### src/rtl/octree_pkg.sv
// rtl/octree_pkg.sv - shared types and constants for the octant ROM arbiter
package octree_pkg;

   localparam int ROM_DEPTH_DEFAULT = 38;

   // Requester ids are sized for the largest supported NUM_REQ (16) so one type serves every build
   localparam int MAX_REQ      = 16;
   localparam int REQ_ID_WIDTH = $clog2(MAX_REQ);

   typedef logic [REQ_ID_WIDTH-1:0] req_id_t;

   typedef enum logic [1:0] {
      IDLE     = 2'd0,
      INFLIGHT = 2'd1,
      RESP     = 2'd2
   } req_state_t;

   typedef struct packed {
      logic    valid;
      req_id_t id;
      logic    err;
   } port_track_t;

endpackage

### src/rtl/octant_rom_rr_picker.sv
// rtl/octant_rom_rr_picker.sv - circular two-winner priority picker starting at rr_ptr
module octant_rom_rr_picker
   import octree_pkg::*;
#(
   parameter int NUM_REQ = 4
)
(
   input  logic [NUM_REQ-1:0] eligible,
   input  req_id_t            rr_ptr,
   output logic               grant1_valid,
   output req_id_t            grant1_id,
   output logic               grant2_valid,
   output req_id_t            grant2_id,
   output req_id_t            next_rr_ptr
);

   logic [2*NUM_REQ-1:0] doubled;
   logic [NUM_REQ-1:0]   rotated;

   // Rotate so bit 0 is the requester at rr_ptr; the doubled copy supplies the wrap-around
   assign doubled = {eligible, eligible} >> rr_ptr;
   assign rotated = doubled[NUM_REQ-1:0];

   // First eligible in rotated order wins port 1, the next one wins port 2
   always_comb begin
      grant1_valid = 1'b0;
      grant1_id    = '0;
      grant2_valid = 1'b0;
      grant2_id    = '0;
      next_rr_ptr  = rr_ptr;
      for (int k = 0; k < NUM_REQ; k++) begin
         if (rotated[k]) begin
            if (!grant1_valid) begin
               grant1_valid = 1'b1;
               grant1_id    = req_id_t'((int'(rr_ptr) + k) % NUM_REQ);
               next_rr_ptr  = req_id_t'((int'(rr_ptr) + k + 1) % NUM_REQ);
            end else if (!grant2_valid) begin
               grant2_valid = 1'b1;
               grant2_id    = req_id_t'((int'(rr_ptr) + k) % NUM_REQ);
               next_rr_ptr  = req_id_t'((int'(rr_ptr) + k + 1) % NUM_REQ);
            end
         end
      end
   end

endmodule

### src/rtl/octant_rom_arbiter.sv
// rtl/octant_rom_arbiter.sv - shares the dual-port octant ROM between NUM_REQ requesters
module octant_rom_arbiter
   import octree_pkg::*;
#(
   parameter int NUM_REQ       = 4,
   parameter int ADDRESS_WIDTH = 32,
   parameter int DATA_WIDTH    = 32,
   parameter int ROM_DEPTH     = ROM_DEPTH_DEFAULT
)
(
   input  logic                             clk,
   input  logic                             rst_n,
   input  logic [NUM_REQ-1:0]               req_valid,
   output logic [NUM_REQ-1:0]               req_ready,
   input  logic [NUM_REQ*ADDRESS_WIDTH-1:0] req_addr,
   output logic [NUM_REQ-1:0]               rsp_valid,
   input  logic [NUM_REQ-1:0]               rsp_ready,
   output logic [NUM_REQ*DATA_WIDTH-1:0]    rsp_data,
   output logic [NUM_REQ-1:0]               rsp_err,
   output logic [ADDRESS_WIDTH-1:0]         rom_addr1,
   output logic [ADDRESS_WIDTH-1:0]         rom_addr2,
   output logic                             rom_ren1,
   output logic                             rom_ren2,
   input  logic [DATA_WIDTH-1:0]            rom_dout1,
   input  logic [DATA_WIDTH-1:0]            rom_dout2
);

   req_state_t               state      [NUM_REQ];
   req_state_t               state_next [NUM_REQ];
   logic [DATA_WIDTH-1:0]    data_q     [NUM_REQ];
   logic [NUM_REQ-1:0]       err_q;
   logic [NUM_REQ-1:0]       eligible;
   req_id_t                  rr_ptr;
   req_id_t                  rr_ptr_next;
   logic                     g1_valid, g2_valid;
   req_id_t                  g1_id, g2_id;
   logic [ADDRESS_WIDTH-1:0] addr1, addr2;
   logic                     oor1, oor2;
   port_track_t              track1, track2;

   // Only idle requesters may compete; reset forces every grant and ROM enable low
   always_comb begin
      eligible = '0;
      for (int i = 0; i < NUM_REQ; i++)
         eligible[i] = rst_n && req_valid[i] && (state[i] == IDLE);
   end

   octant_rom_rr_picker #(.NUM_REQ(NUM_REQ)) u_picker (
      .eligible     (eligible),
      .rr_ptr       (rr_ptr),
      .grant1_valid (g1_valid),
      .grant1_id    (g1_id),
      .grant2_valid (g2_valid),
      .grant2_id    (g2_id),
      .next_rr_ptr  (rr_ptr_next)
   );

   // Steer granted addresses to the ports; out-of-range reads take the slot but never touch the ROM
   always_comb begin
      addr1     = '0;
      addr2     = '0;
      req_ready = '0;
      for (int i = 0; i < NUM_REQ; i++) begin
         if (g1_valid && g1_id == req_id_t'(i)) begin
            addr1        = req_addr[i*ADDRESS_WIDTH +: ADDRESS_WIDTH];
            req_ready[i] = 1'b1;
         end
         if (g2_valid && g2_id == req_id_t'(i)) begin
            addr2        = req_addr[i*ADDRESS_WIDTH +: ADDRESS_WIDTH];
            req_ready[i] = 1'b1;
         end
      end
      oor1      = addr1 >= ADDRESS_WIDTH'(ROM_DEPTH);
      oor2      = addr2 >= ADDRESS_WIDTH'(ROM_DEPTH);
      rom_ren1  = g1_valid && !oor1;
      rom_ren2  = g2_valid && !oor2;
      rom_addr1 = rom_ren1 ? addr1 : '0;
      rom_addr2 = rom_ren2 ? addr2 : '0;
   end

   // Remember who owns each port's data next cycle, and advance the round-robin pointer
   always_ff @(posedge clk or negedge rst_n) begin
      if (!rst_n) begin
         track1 <= '0;
         track2 <= '0;
         rr_ptr <= '0;
      end else begin
         track1 <= '{valid: g1_valid, id: g1_id, err: g1_valid && oor1};
         track2 <= '{valid: g2_valid, id: g2_id, err: g2_valid && oor2};
         rr_ptr <= rr_ptr_next;
      end
   end

   // Per-requester state register
   always_ff @(posedge clk or negedge rst_n) begin
      if (!rst_n) begin
         for (int i = 0; i < NUM_REQ; i++) state[i] <= IDLE;
      end else begin
         for (int i = 0; i < NUM_REQ; i++) state[i] <= state_next[i];
      end
   end

   // Per-requester next state: handshake, fixed one-cycle ROM wait, then hold until accepted
   always_comb begin
      for (int i = 0; i < NUM_REQ; i++) begin
         state_next[i] = state[i];
         case (state[i])
            IDLE:     if (req_ready[i]) state_next[i] = INFLIGHT;
            INFLIGHT: state_next[i] = RESP;
            RESP:     if (rsp_ready[i]) state_next[i] = IDLE;
            default:  state_next[i] = IDLE;
         endcase
      end
   end

   // Load the response buffer from whichever port carried this requester's read
   always_ff @(posedge clk or negedge rst_n) begin
      if (!rst_n) begin
         for (int i = 0; i < NUM_REQ; i++) data_q[i] <= '0;
         err_q <= '0;
      end else begin
         for (int i = 0; i < NUM_REQ; i++) begin
            if (state[i] == INFLIGHT) begin
               if (track1.valid && track1.id == req_id_t'(i)) begin
                  data_q[i] <= track1.err ? '0 : rom_dout1;
                  err_q[i]  <= track1.err;
               end else if (track2.valid && track2.id == req_id_t'(i)) begin
                  data_q[i] <= track2.err ? '0 : rom_dout2;
                  err_q[i]  <= track2.err;
               end
            end
         end
      end
   end

   // Flatten the response buffers onto the output buses
   always_comb begin
      rsp_valid = '0;
      rsp_data  = '0;
      for (int i = 0; i < NUM_REQ; i++) begin
         rsp_valid[i]                        = (state[i] == RESP);
         rsp_data[i*DATA_WIDTH +: DATA_WIDTH] = data_q[i];
      end
   end

   assign rsp_err = err_q;

endmodule

### config.mk
export PLATFORM = sky130hd
export DESIGN_NAME = octant_rom_arbiter
export DESIGN_NICKNAME = d
export VERILOG_FILES = /design/src/rtl/octree_pkg.sv /design/src/rtl/octant_rom_rr_picker.sv /design/src/rtl/octant_rom_arbiter.sv
export SDC_FILE = /design/constraint.sdc
export NUM_CORES = 1
export LEC_CHECK = 0
export CAP_MARGIN = 20
export CORE_MARGIN = 10
export CORE_UTILIZATION = 47
export DETAILED_ROUTE_END_ITERATION = 10
export PLACE_DENSITY = 0.9
export SETUP_SLACK_MARGIN = 0.3
export SYNTH_ARGS = -nofsm -noshare
export SYNTH_HDL_FRONTEND = slang
export SYNTH_SLANG_ARGS = --single-unit
### constraint.sdc
create_clock -name clk -period 10.39 [get_ports clk]
set_clock_uncertainty 0.05 [all_clocks]
set_input_delay 1.039 -clock clk [delete_from_list [all_inputs] [get_ports clk]]
set_output_delay 1.039 -clock clk [all_outputs]
set_load 0.1 [all_outputs]
## Yosys cells after proc, flatten, opt, wreduce, memory -nomap -nowiden

Cells that the tools add are included.

- Reduce and logical (&&, ||, !) cells: 56
- Equal/unequal tests: 28
- Magnitude comparators: 2
- Shift operators: 1
- Add/subtract/negate cells: 6
- Bitwise gates (word level): 6
- Mux-type cells: 81

Operators with widths:

| operator | count |
|---|---|
| 2-to-1 mux 32 bit | 20 |
| adder 32 x 2 -> 32 bit, second input constant | 3 |
| 2-to-1 mux 4 bit | 22 |
| greater-or-equal comparator 32 x 6 -> 1 bit, second input constant | 2 |
| == test 4 x 2 -> 1 bit, second input constant | 8 |
| logical AND 1 bit | 28 |
| 2-to-1 mux 1 bit | 26 |
| case mux 2 bit (3 select lines) | 4 |
| 2-to-1 mux 2 bit | 9 |
| == test 4 x 1 -> 1 bit, second input constant | 4 |
| logical NOT 4 bit | 4 |
| AND reduction 2 bit | 8 |
| OR reduction 2 bit | 6 |
| adder 4 x 2 -> 5 bit, second input constant | 2 |
| == test 2 x 1 -> 1 bit, second input constant | 4 |
| == test 2 bit, second input constant | 4 |
| logical NOT 2 bit | 4 |
| != test 2 x 1 -> 1 bit, second input constant | 4 |
| != test 2 bit, second input constant | 4 |
| nonzero test 2 bit | 4 |
| >> shifter 8 x 4 -> 4 bit | 1 |
| adder 4 x 1 -> 5 bit, second input constant | 1 |
| bitwise AND 1 bit | 3 |
| bitwise AND 1 bit, first input constant | 3 |
| logical NOT 1 bit | 2 |

- Output and inout bits: 206
- Input bits: 202
- Register bits after elaboration: 156
- Logic and storage cells: 199

## Depth between registers and ports, before layout

Gate-level depths: netlist of run 1.

- Depth after elaboration: 22
- Depth in mapped cells: 15
- Mapped depth without buffers: 13

## Cells and area by module

A second synthesis of run 1 with hierarchy kept.

- Cell total of the unflattened synthesis: 1196
- Area, all modules: 10376.2 um^2

Modules (own cells, without submodules):

| module | cells an instance | area an instance (um^2) | seq. area each (um^2) | times used |
|---|---|---|---|---|
| octant_rom_arbiter | 1094 | 9655.5 | 3903.7 | 1 |
| octant_rom_rr_picker | 102 | 720.7 | 0.0 | 1 |

## Worst setup path after synthesis of run 1

No wires, ideal clock.

- Path kind: input-to-output
- Start point: in rst_n
- End point: out rom_addr1[0]
- Slack: 3.500 ns
- Arrival: 5.801 ns
- Buffers on the path: 2
- Cell stages on the path: 13
- Required time: 9.301 ns
- Path through: and4bb_1 > buf_4 > a22o_2 > nor2_1 > nor2_1 > ha_1 > a211o_1 > o211a_1 > clkbuf_1 > o22ai_1 > a21oi_1 > o2111ai_1 > a211oi_1

- Cells in the longest elaborated chain, start to end: 20
- Elaborated cells on any way between the ends: 36
- Those cells by class: order compare (1); eq/ne (3); shift (1); mux (16); reduce/logical (15)

RTL lines:

| what | RTL line | source |
|---|---|---|
| from (decl) | octant_rom_arbiter.sv:12 | `input logic rst_n,` |
| logical AND 1 bit (2 in series) | octant_rom_arbiter.sv:45 | `eligible[i] = rst_n && req_valid[i] && (state[i] == IDLE);` |
| >> shifter 8 x 4 -> 4 bit * | octant_rom_rr_picker.sv:21 | `assign doubled = {eligible, eligible} >> rr_ptr;` |
| 2-to-1 mux 2 bit / 2-to-1 mux 1 bit (equally long branches) | octant_rom_rr_picker.sv:32 | `if (rotated[k]) begin` |
| 2-to-1 mux 4 bit | octant_rom_rr_picker.sv:33 | `if (!grant1_valid) begin` |
| 2-to-1 mux 4 bit | octant_rom_rr_picker.sv:32 |  |
| 2-to-1 mux 4 bit | octant_rom_rr_picker.sv:33 |  |
| 2-to-1 mux 4 bit | octant_rom_rr_picker.sv:32 |  |
| 2-to-1 mux 4 bit | octant_rom_rr_picker.sv:33 |  |
| 2-to-1 mux 4 bit | octant_rom_rr_picker.sv:32 |  |
| logical NOT 4 bit | octant_rom_arbiter.sv:64 | `if (g1_valid && g1_id == req_id_t'(i)) begin` |
| logical AND 1 bit | octant_rom_arbiter.sv:64 |  |
| 2-to-1 mux 32 bit (4 in series) | octant_rom_arbiter.sv:64 |  |
| greater-or-equal comparator 32 x 6 -> 1 bit | octant_rom_arbiter.sv:73 | `oor1 = addr1 >= ADDRESS_WIDTH'(ROM_DEPTH);` |
| logical NOT 1 bit | octant_rom_arbiter.sv:75 | `rom_ren1 = g1_valid && !oor1;` |
| logical AND 1 bit | octant_rom_arbiter.sv:75 |  |
| 2-to-1 mux 32 bit * | octant_rom_arbiter.sv:77 | `rom_addr1 = rom_ren1 ? addr1 : '0;` |
| to (decl) | octant_rom_arbiter.sv:20 | `output logic [ADDRESS_WIDTH-1:0] rom_addr1,` |

Mark *: on every way between the ends. The rest lies on a longest branch, timed or not.

## Worst setup path after layout of run 1

- Start point: in req_valid[0]
- End point: out rom_addr2[5]

- Cells in the longest elaborated chain, start to end: 22
- Elaborated cells on any way between the ends: 36
- Those cells by class: order compare (1); eq/ne (3); shift (1); mux (22); reduce/logical (9)

RTL lines:

| what | RTL line | source |
|---|---|---|
| from (decl) | octant_rom_arbiter.sv:13 | `input logic [NUM_REQ-1:0] req_valid,` |
| logical AND 1 bit * (2 in series) | octant_rom_arbiter.sv:45 |  |
| >> shifter 8 x 4 -> 4 bit * | octant_rom_rr_picker.sv:21 |  |
| 2-to-1 mux 1 bit | octant_rom_rr_picker.sv:32 |  |
| 2-to-1 mux 4 bit / 2-to-1 mux 1 bit (equally long branches) | octant_rom_rr_picker.sv:33 |  |
| 2-to-1 mux 4 bit / 2-to-1 mux 1 bit (equally long branches) | octant_rom_rr_picker.sv:32 |  |
| 2-to-1 mux 4 bit | octant_rom_rr_picker.sv:37 | `end else if (!grant2_valid) begin` |
| 2-to-1 mux 4 bit | octant_rom_rr_picker.sv:33 |  |
| 2-to-1 mux 4 bit | octant_rom_rr_picker.sv:32 |  |
| (+3 left out) | - |  |
| net g2_id[0] | octant_rom_arbiter.sv:36 | `req_id_t g1_id, g2_id;` |
| logical NOT 4 bit | octant_rom_arbiter.sv:68 | `if (g2_valid && g2_id == req_id_t'(i)) begin` |
| logical AND 1 bit | octant_rom_arbiter.sv:68 |  |
| 2-to-1 mux 32 bit (3 in series) | octant_rom_arbiter.sv:68 |  |
| 2-to-1 mux 32 bit * | octant_rom_arbiter.sv:68 |  |
| greater-or-equal comparator 32 x 6 -> 1 bit | octant_rom_arbiter.sv:74 | `oor2 = addr2 >= ADDRESS_WIDTH'(ROM_DEPTH);` |
| logical NOT 1 bit | octant_rom_arbiter.sv:76 | `rom_ren2 = g2_valid && !oor2;` |
| logical AND 1 bit | octant_rom_arbiter.sv:76 |  |
| 2-to-1 mux 32 bit * | octant_rom_arbiter.sv:78 | `rom_addr2 = rom_ren2 ? addr2 : '0;` |
| to (decl) | octant_rom_arbiter.sv:21 | `output logic [ADDRESS_WIDTH-1:0] rom_addr2,` |

Mark *: on every way through the listed nets, which the timed path passes. The rest lies on a longest branch.

==> results of run 1 <==
==> sequential cells by signal, indices dropped and copies added (netlist names) <==
register	flops
rsp_data	128
state	8
rr_ptr	4
rsp_err	4
track1	4
track2	4
==> cell families after synthesis <==
kind of cell | count (synthesis) | share of synthesized area (%)
xor gates and xnor gates | 1 | 0.08935
buffers and inverters | 148 | 8.053
adders and majority gates | 6 | 0.7019
DFF | 152 | 38.80
muxes | 22 | 2.246
AOI/OAI and AO/OA | 410 | 25.43
other | 1 | 0.03825
and+or+nand+nor | 502 | 24.64
==> area by class of cell <==
cell class	instances	area [sq um]	area share, %
Tap cell	270	337.8	2.435
Multi-Input combinational cell	993	5443	39.22
Timing Repair Buffer	368	3682	26.54
Sequential cell	152	3804	27.41
Antenna cell	1	2.502	0.01803
Clock buffer	19	442.9	3.192
Inverter	14	52.55	0.3787
Clock inverter	13	111.4	0.8025
==> worst paths after layout <==
path | start | end | slack [ns] | cells after the start
setup / recovery | req_valid[0] | rom_addr2[5] | 2.86 | 15
hold / removal | rsp_data[15] | rsp_data[15] | 0.43 | 2
setup reg to reg | rr_ptr[0] | track2[0] | 5.80 | 13
hold reg to reg | rsp_data[15] | rsp_data[15] | 0.43 | 2
max in group asynchronous | rst_n | rsp_data[120] | 8.62 | 2
min in group asynchronous | rst_n | rsp_data[37] | 0.49 | 1
==> stage by stage <==
stage               hold slack (ns)  std cells  setup slack (ns)  area (sq um)  util (%)
floorplan                    0.3951       1293             3.500          9996         -
global placement             0.4115       1795             3.158         13270     65.17
detailed placement           0.4190       1796             2.990         13300     65.30
CTS                          0.4334       1828             2.994         13850     68.03
finish                       0.4289       1830             2.856         13880     68.14
global route                 0.4526       1829             2.639         13870     68.12
==> per-layer routing <==
layer  up-vias  wire length (microns)  part of all wire [%]  global-route usage [%]
met3        82                   4564                    11                   8.414
met2       657                  20050                    50                   49.50
li1       4933                      -                     -                       -
met1      5164                  13840                    35                   30.78
met4         2                   1236                   3.1                   9.863
met5         -                     13                 0.033                       0
==> worst register-to-register path, cell delays in order, from the launching register on <==
cell                       delay, ns
sky130_fd_sc_hd__dfrtp_1        0.78
sky130_fd_sc_hd__or2_1          0.47
sky130_fd_sc_hd__o22ai_2        0.17
sky130_fd_sc_hd__nor2_1         0.33
sky130_fd_sc_hd__nor2_1         0.19
sky130_fd_sc_hd__ha_1           0.25
sky130_fd_sc_hd__nor4b_1        0.13
sky130_fd_sc_hd__o21ai_0        0.11
sky130_fd_sc_hd__and3_1         0.78
sky130_fd_sc_hd__inv_2          0.21
sky130_fd_sc_hd__or3_1          0.40
sky130_fd_sc_hd__o211ai_1       0.14
sky130_fd_sc_hd__nand4_2        0.27
sky130_fd_sc_hd__a21o_1         0.23
==> cells in the final DEF, fill, tap and decap left out, drive strengths merged, types with 6 or more instances in the layout <==
cell type	instances
a221oi	8
nor4	24
clkdlybuf4s50	353
o22a	6
nor3	29
a21oi	244
nand3	9
nor3b	6
nand2	58
nand2b	43
o21ai	57
buf	15
dfrtp	152
nor2b	34
nor2	256
a211oi	14
o22ai	21
conb	52
o211ai	8
clkbuf	19
inv	21
mux2i	22
==> out/metrics.cfg, run 1 <==
[sta]
finalMaxSlewViolations = 0
setup_violations = 0
worst-slew-pin-transition_ns = 1.086
timing.max_slew.rel_slack_pct = 27.37
totalNegativeSetupSlack_ns = 0
period_share_pct = 72.52
minimum_clock_period_after_layout_ns = 7.534
achievable-frequency_mhz = 132.7
finalHoldViolations = 0
grt_setup_unrepaired = no

[final_layout]
drive_above_1_share_pct = 4.939
finalNetCount = 1751
areaGrowthSynthToFinish_pct = 41.53
fill_cells = 1601

[logic_synthesis]
netlist_top_cells_area = sky130_fd_sc_hd__dfrtp_1, sky130_fd_sc_hd__a21oi_1, sky130_fd_sc_hd__nor2_1
syn-mean-instance-area_sq_um = 7.894
synth.largest_area_cell = sky130_fd_sc_hd__dfrtp_1
synth_area_sq_um = 9804
ys_seq_elements = 152
post_synth_num_cell_types = 80
synthesis.yosys.warnings = 0
synth.top_cells.by_count = sky130_fd_sc_hd__nor2_1, sky130_fd_sc_hd__a21oi_1, sky130_fd_sc_hd__dfrtp_1
synth.yosys.seq_area_share_pct = 38.80
synth_enable_flop_cells = 0
ys_dominant_reg_cell = sky130_fd_sc_hd__dfrtp_1
instance_count_of_the_mapped_netlist = 1242
post-synth-top-area-fraction_pct = 38.80
most_frequent_cell_after_synthesis = sky130_fd_sc_hd__nor2_1
post_synthesis_async_set_or_reset_flop_share_pct = 100.0

[drt]
drt-wirelength-per-cell_microns = 21.69
antenna_violating_nets_post_route = 0
drt_wl_total_microns = 39700
first_pass_iters = 5
drt_iter0_markers = 1085
avgViaCountPerCell = 5.922
drc = 0
dr_total_vias = 10840

[floorplanning]
die_y_microns = 164.4
dieArea_sq_um = 27040
pin_count = 408
std_cell_rows = 52
initial_standard_cell_utilization_of_the_core_pct = 48.14
floorplan.core_area_sq_um = 20360
die_width_microns = 164.4

[worst_setup_path]
crit_path_top_delay_cell = sky130_fd_sc_hd__clkdlybuf4s50_1
crit_arrival_ns = 6.45
timing.critical_path.cells = clkdlybuf4s50_1 -> nand4bb_1 -> o22ai_2 -> nor2_1 -> nor2_1 -> ha_1 -> nor4b_1 -> o21ai_0 -> and3_1 -> inv_2 -> or3_1 -> o211ai_1 -> nand4_2 -> nor3b_1 -> clkdlybuf4s50_1
critical_path_required_ns = 9.30
cp.buffers_inverters = 3
critical_path_peak_fanout = 19
crit_path_end_kind = output port
worstSetupPathType = primary input to output port
critical_path.max_stage_delay_ns = 1.22
cp_top_family = simple AND/OR/NAND/NOR gates
startpoint_type = primary input

[clocking]
cts_resized = 0
cts_htree_levels = 4
clk_pin_slew_worst_paths_ns = 0.06
clkLatencyLatePin_ns = 0.42
cts_hold_repair.buffers = 0
cts_tree = built
cts_buffers = 17
cts_max_path_buffers = 2
root_buffer = sky130_fd_sc_hd__clkbuf_16
post-cts-setup-buffer-count = 0
cts.sinks = 152

[grt]
largest_net_degree_at_the_start_of_global_routing = 67
gr-usage-all-layers_pct = 27.80
wire_length_of_the_first_global_routing_pass_microns = 59600
gr-total-overflow = 0
number_of_global_route_vias_before_repair = 10630
antenna_found_initial = 1

[run_status]
outcome = complete, no violations

[worst_hold_path]
hold_path.class = register to register

[placed_design]
hpwl_dp_microns = 30170
io_buffers = 355
gp_routability_congestion = 1.004

[run]
maxCapViolations = 0

Power of run 1 is left out: the tool's default activity adds up to more than one toggle a clock period on the data nets, which glitch-free logic cannot reach.
==> inputs of run 2 (changes only) <==
--- a/config.mk
+++ b/config.mk
@@ -7,9 +7,9 @@
 export LEC_CHECK = 0
 export CAP_MARGIN = 20
 export CORE_MARGIN = 10
-export CORE_UTILIZATION = 47
+export CORE_UTILIZATION = 44
 export DETAILED_ROUTE_END_ITERATION = 10
-export PLACE_DENSITY = 0.9
+export PLACE_DENSITY = 0.85
 export SETUP_SLACK_MARGIN = 0.3
 export SYNTH_ARGS = -nofsm -noshare
 export SYNTH_HDL_FRONTEND = slang
==> constraint.sdc (replaced) <==
create_clock -name clk -period 7.4 [get_ports clk]
set_clock_uncertainty 0.05 [all_clocks]
set_input_delay 0.74 -clock clk [delete_from_list [all_inputs] [get_ports clk]]
set_output_delay 0.74 -clock clk [all_outputs]
set_load 0.1 [all_outputs]
==> run 2 against run 1 <==
Flip-flop and latch count unchanged. Cell area decreased by 0.19%. Highest routed layer is now met4. Via count decreased by 0.95%.
==> out/metrics.cfg, run 2 (synthesis gave the netlist of run 1 again) <==
[sta]
setup_violations = 0
achievable-frequency_mhz = 159.3
grt_setup_unrepaired = no
setup_slack_ns = 1.123
minimum_clock_period_after_layout_ns = 6.277
totalNegativeSetupSlack_ns = 0
timing.max_slew.rel_slack_pct = 28.16
period_share_pct = 84.82
worst-slew-pin-transition_ns = 1.074
finalMaxSlewViolations = 0
finalHoldViolations = 0

[grt]
antenna_found_initial = 2
gr-usage-all-layers_pct = 26.16
largest_net_degree_at_the_start_of_global_routing = 84
wire_length_of_the_first_global_routing_pass_microns = 60560
number_of_global_route_vias_before_repair = 10560
gr-total-overflow = 0

[final_layout]
areaGrowthSynthToFinish_pct = 41.26
layout.cells.most_common_list = sky130_fd_sc_hd__clkdlybuf4s50_1, sky130_fd_sc_hd__nor2_1, sky130_fd_sc_hd__a21oi_1, sky130_fd_sc_hd__dfrtp_1, sky130_fd_sc_hd__nand2_1
fin_util_pct = 63.27
layoutNonFillerInstCount = 1840
drive_above_1_share_pct = 5.841
largest_reg_flops = 128
finalNetCount = 1750
fill_cells = 1862
final_common_cell = sky130_fd_sc_hd__clkdlybuf4s50_1

[floorplanning]
dieArea_sq_um = 28650
die_width_microns = 169.3
initial_standard_cell_utilization_of_the_core_pct = 44.79
die_y_microns = 169.3
pin_count = 408
std_cell_rows = 54
floorplan.core_area_sq_um = 21890

[clocking]
cts_max_path_buffers = 2
clkLatencyLatePin_ns = 0.42
post-cts-setup-buffer-count = 0
cts_htree_levels = 4
cts_buffers = 17
cts_resized = 0
cts.sinks = 152
cts_hold_repair.buffers = 0
cts_tree = built
clk_pin_slew_worst_paths_ns = 0.07
root_buffer = sky130_fd_sc_hd__clkbuf_16

[placed_design]
pre_cts_slack_ns = 1.232
gp_routability_congestion = 0.9470
io_buffers = 355
placed_cells_incl_taps = 1805
hpwl_dp_microns = 30140

[drt]
first_pass_iters = 5
avgViaCountPerCell = 5.834
drt_iter0_markers = 1307
antenna_violating_nets_post_route = 0
drc = 0
dr_total_vias = 10740
drt-wirelength-per-cell_microns = 21.68
drt_wl_total_microns = 39900

[worst_setup_path]
crit_path_start = rr_ptr[0]
reg2regPathDepth = 13
crit_arrival_ns = 5.49
timing.reg2reg.setup_slack_ns = 2.75
regToRegStartpoint = rr_ptr[0]
crit_path_end_kind = output port
critical_path_peak_fanout = 21
worstSetupPathType = register to output port
critical_path_required_ns = 6.61
timing.rr.end = track2[0]
startpoint_type = register

[run_status]
outcome = complete, no violations

[worst_hold_path]
hold_path.class = primary input to async pin

[run]
maxCapViolations = 0

[run 2: how the worst max path moves through the flow]
stage,end,slack [ns],depth (start not counted)
2_1_floorplan,rom_addr1[0],1.11,13
3_3_place_gp,req_ready[2],1.34,12
3_5_place_dp,rom_ren2,1.23,15
4_1_cts,rom_ren2,1.20,14
5_1_grt,rom_addr2[1],0.79,15
6_report,rom_addr2[1],1.12,14
[run 2: metal layers]
| metal | track usage [%] | vias up | routed length (microns) | part of all wire [%] |
|---|---|---|---|---|
| met2 | 44.78 | 604 | 19690 | 49 |
| met4 | 11.29 | 0 | 1711 | 4.3 |
| met5 | 0 | - | 0 | 0 |
| met3 | 7.087 | 104 | 3773 | 9.5 |
| li1 | - | 4931 | - | - |
| met1 | 30.10 | 5096 | 14720 | 37 |
[run 2: worst max-delay path, stage by stage (launching register included)]
cell and delay (ns):
sky130_fd_sc_hd__dfrtp_1 0.79, sky130_fd_sc_hd__or2_1 0.45, sky130_fd_sc_hd__o22ai_2 0.15, sky130_fd_sc_hd__nor2_1 0.39, sky130_fd_sc_hd__nor2_1 0.21, sky130_fd_sc_hd__ha_1 0.25, sky130_fd_sc_hd__nor4b_1 0.13, sky130_fd_sc_hd__o21ai_0 0.11
sky130_fd_sc_hd__and3_1 0.80, sky130_fd_sc_hd__inv_2 0.21, sky130_fd_sc_hd__or3_1 0.40, sky130_fd_sc_hd__o211ai_1 0.12, sky130_fd_sc_hd__nand4_2 0.24, sky130_fd_sc_hd__a211oi_1 0.43, sky130_fd_sc_hd__buf_4 0.37
[run 2: through the flow]
| step | instance area, sq um | hold WS (ns) |
|---|---|---|
| 6_report | 13850 | 0.2941 |
| 5_1_grt | 13850 | 0.3615 |
| 2_1_floorplan | 9996 | 0.3944 |
| 3_3_place_gp | 13250 | 0.4099 |
| 3_5_place_dp | 13250 | 0.4192 |
| 4_1_cts | 13820 | 0.3404 |
[run 2: area by class of cell]
class / instances / area [sq um] / share of cell area (%)
multi-input cells: 993 / 5443 / 39.30
well taps: 280 / 350.3 / 2.530
clock inverters: 13 / 135.1 / 0.9757
diodes: 2 / 5.005 / 0.03614
inverters: 14 / 52.55 / 0.3794
flip-flops and latches: 152 / 3804 / 27.46
repair buffers: 367 / 3617 / 26.12
clock buffers: 19 / 442.9 / 3.198
Power of run 2 is left out for the same reason.
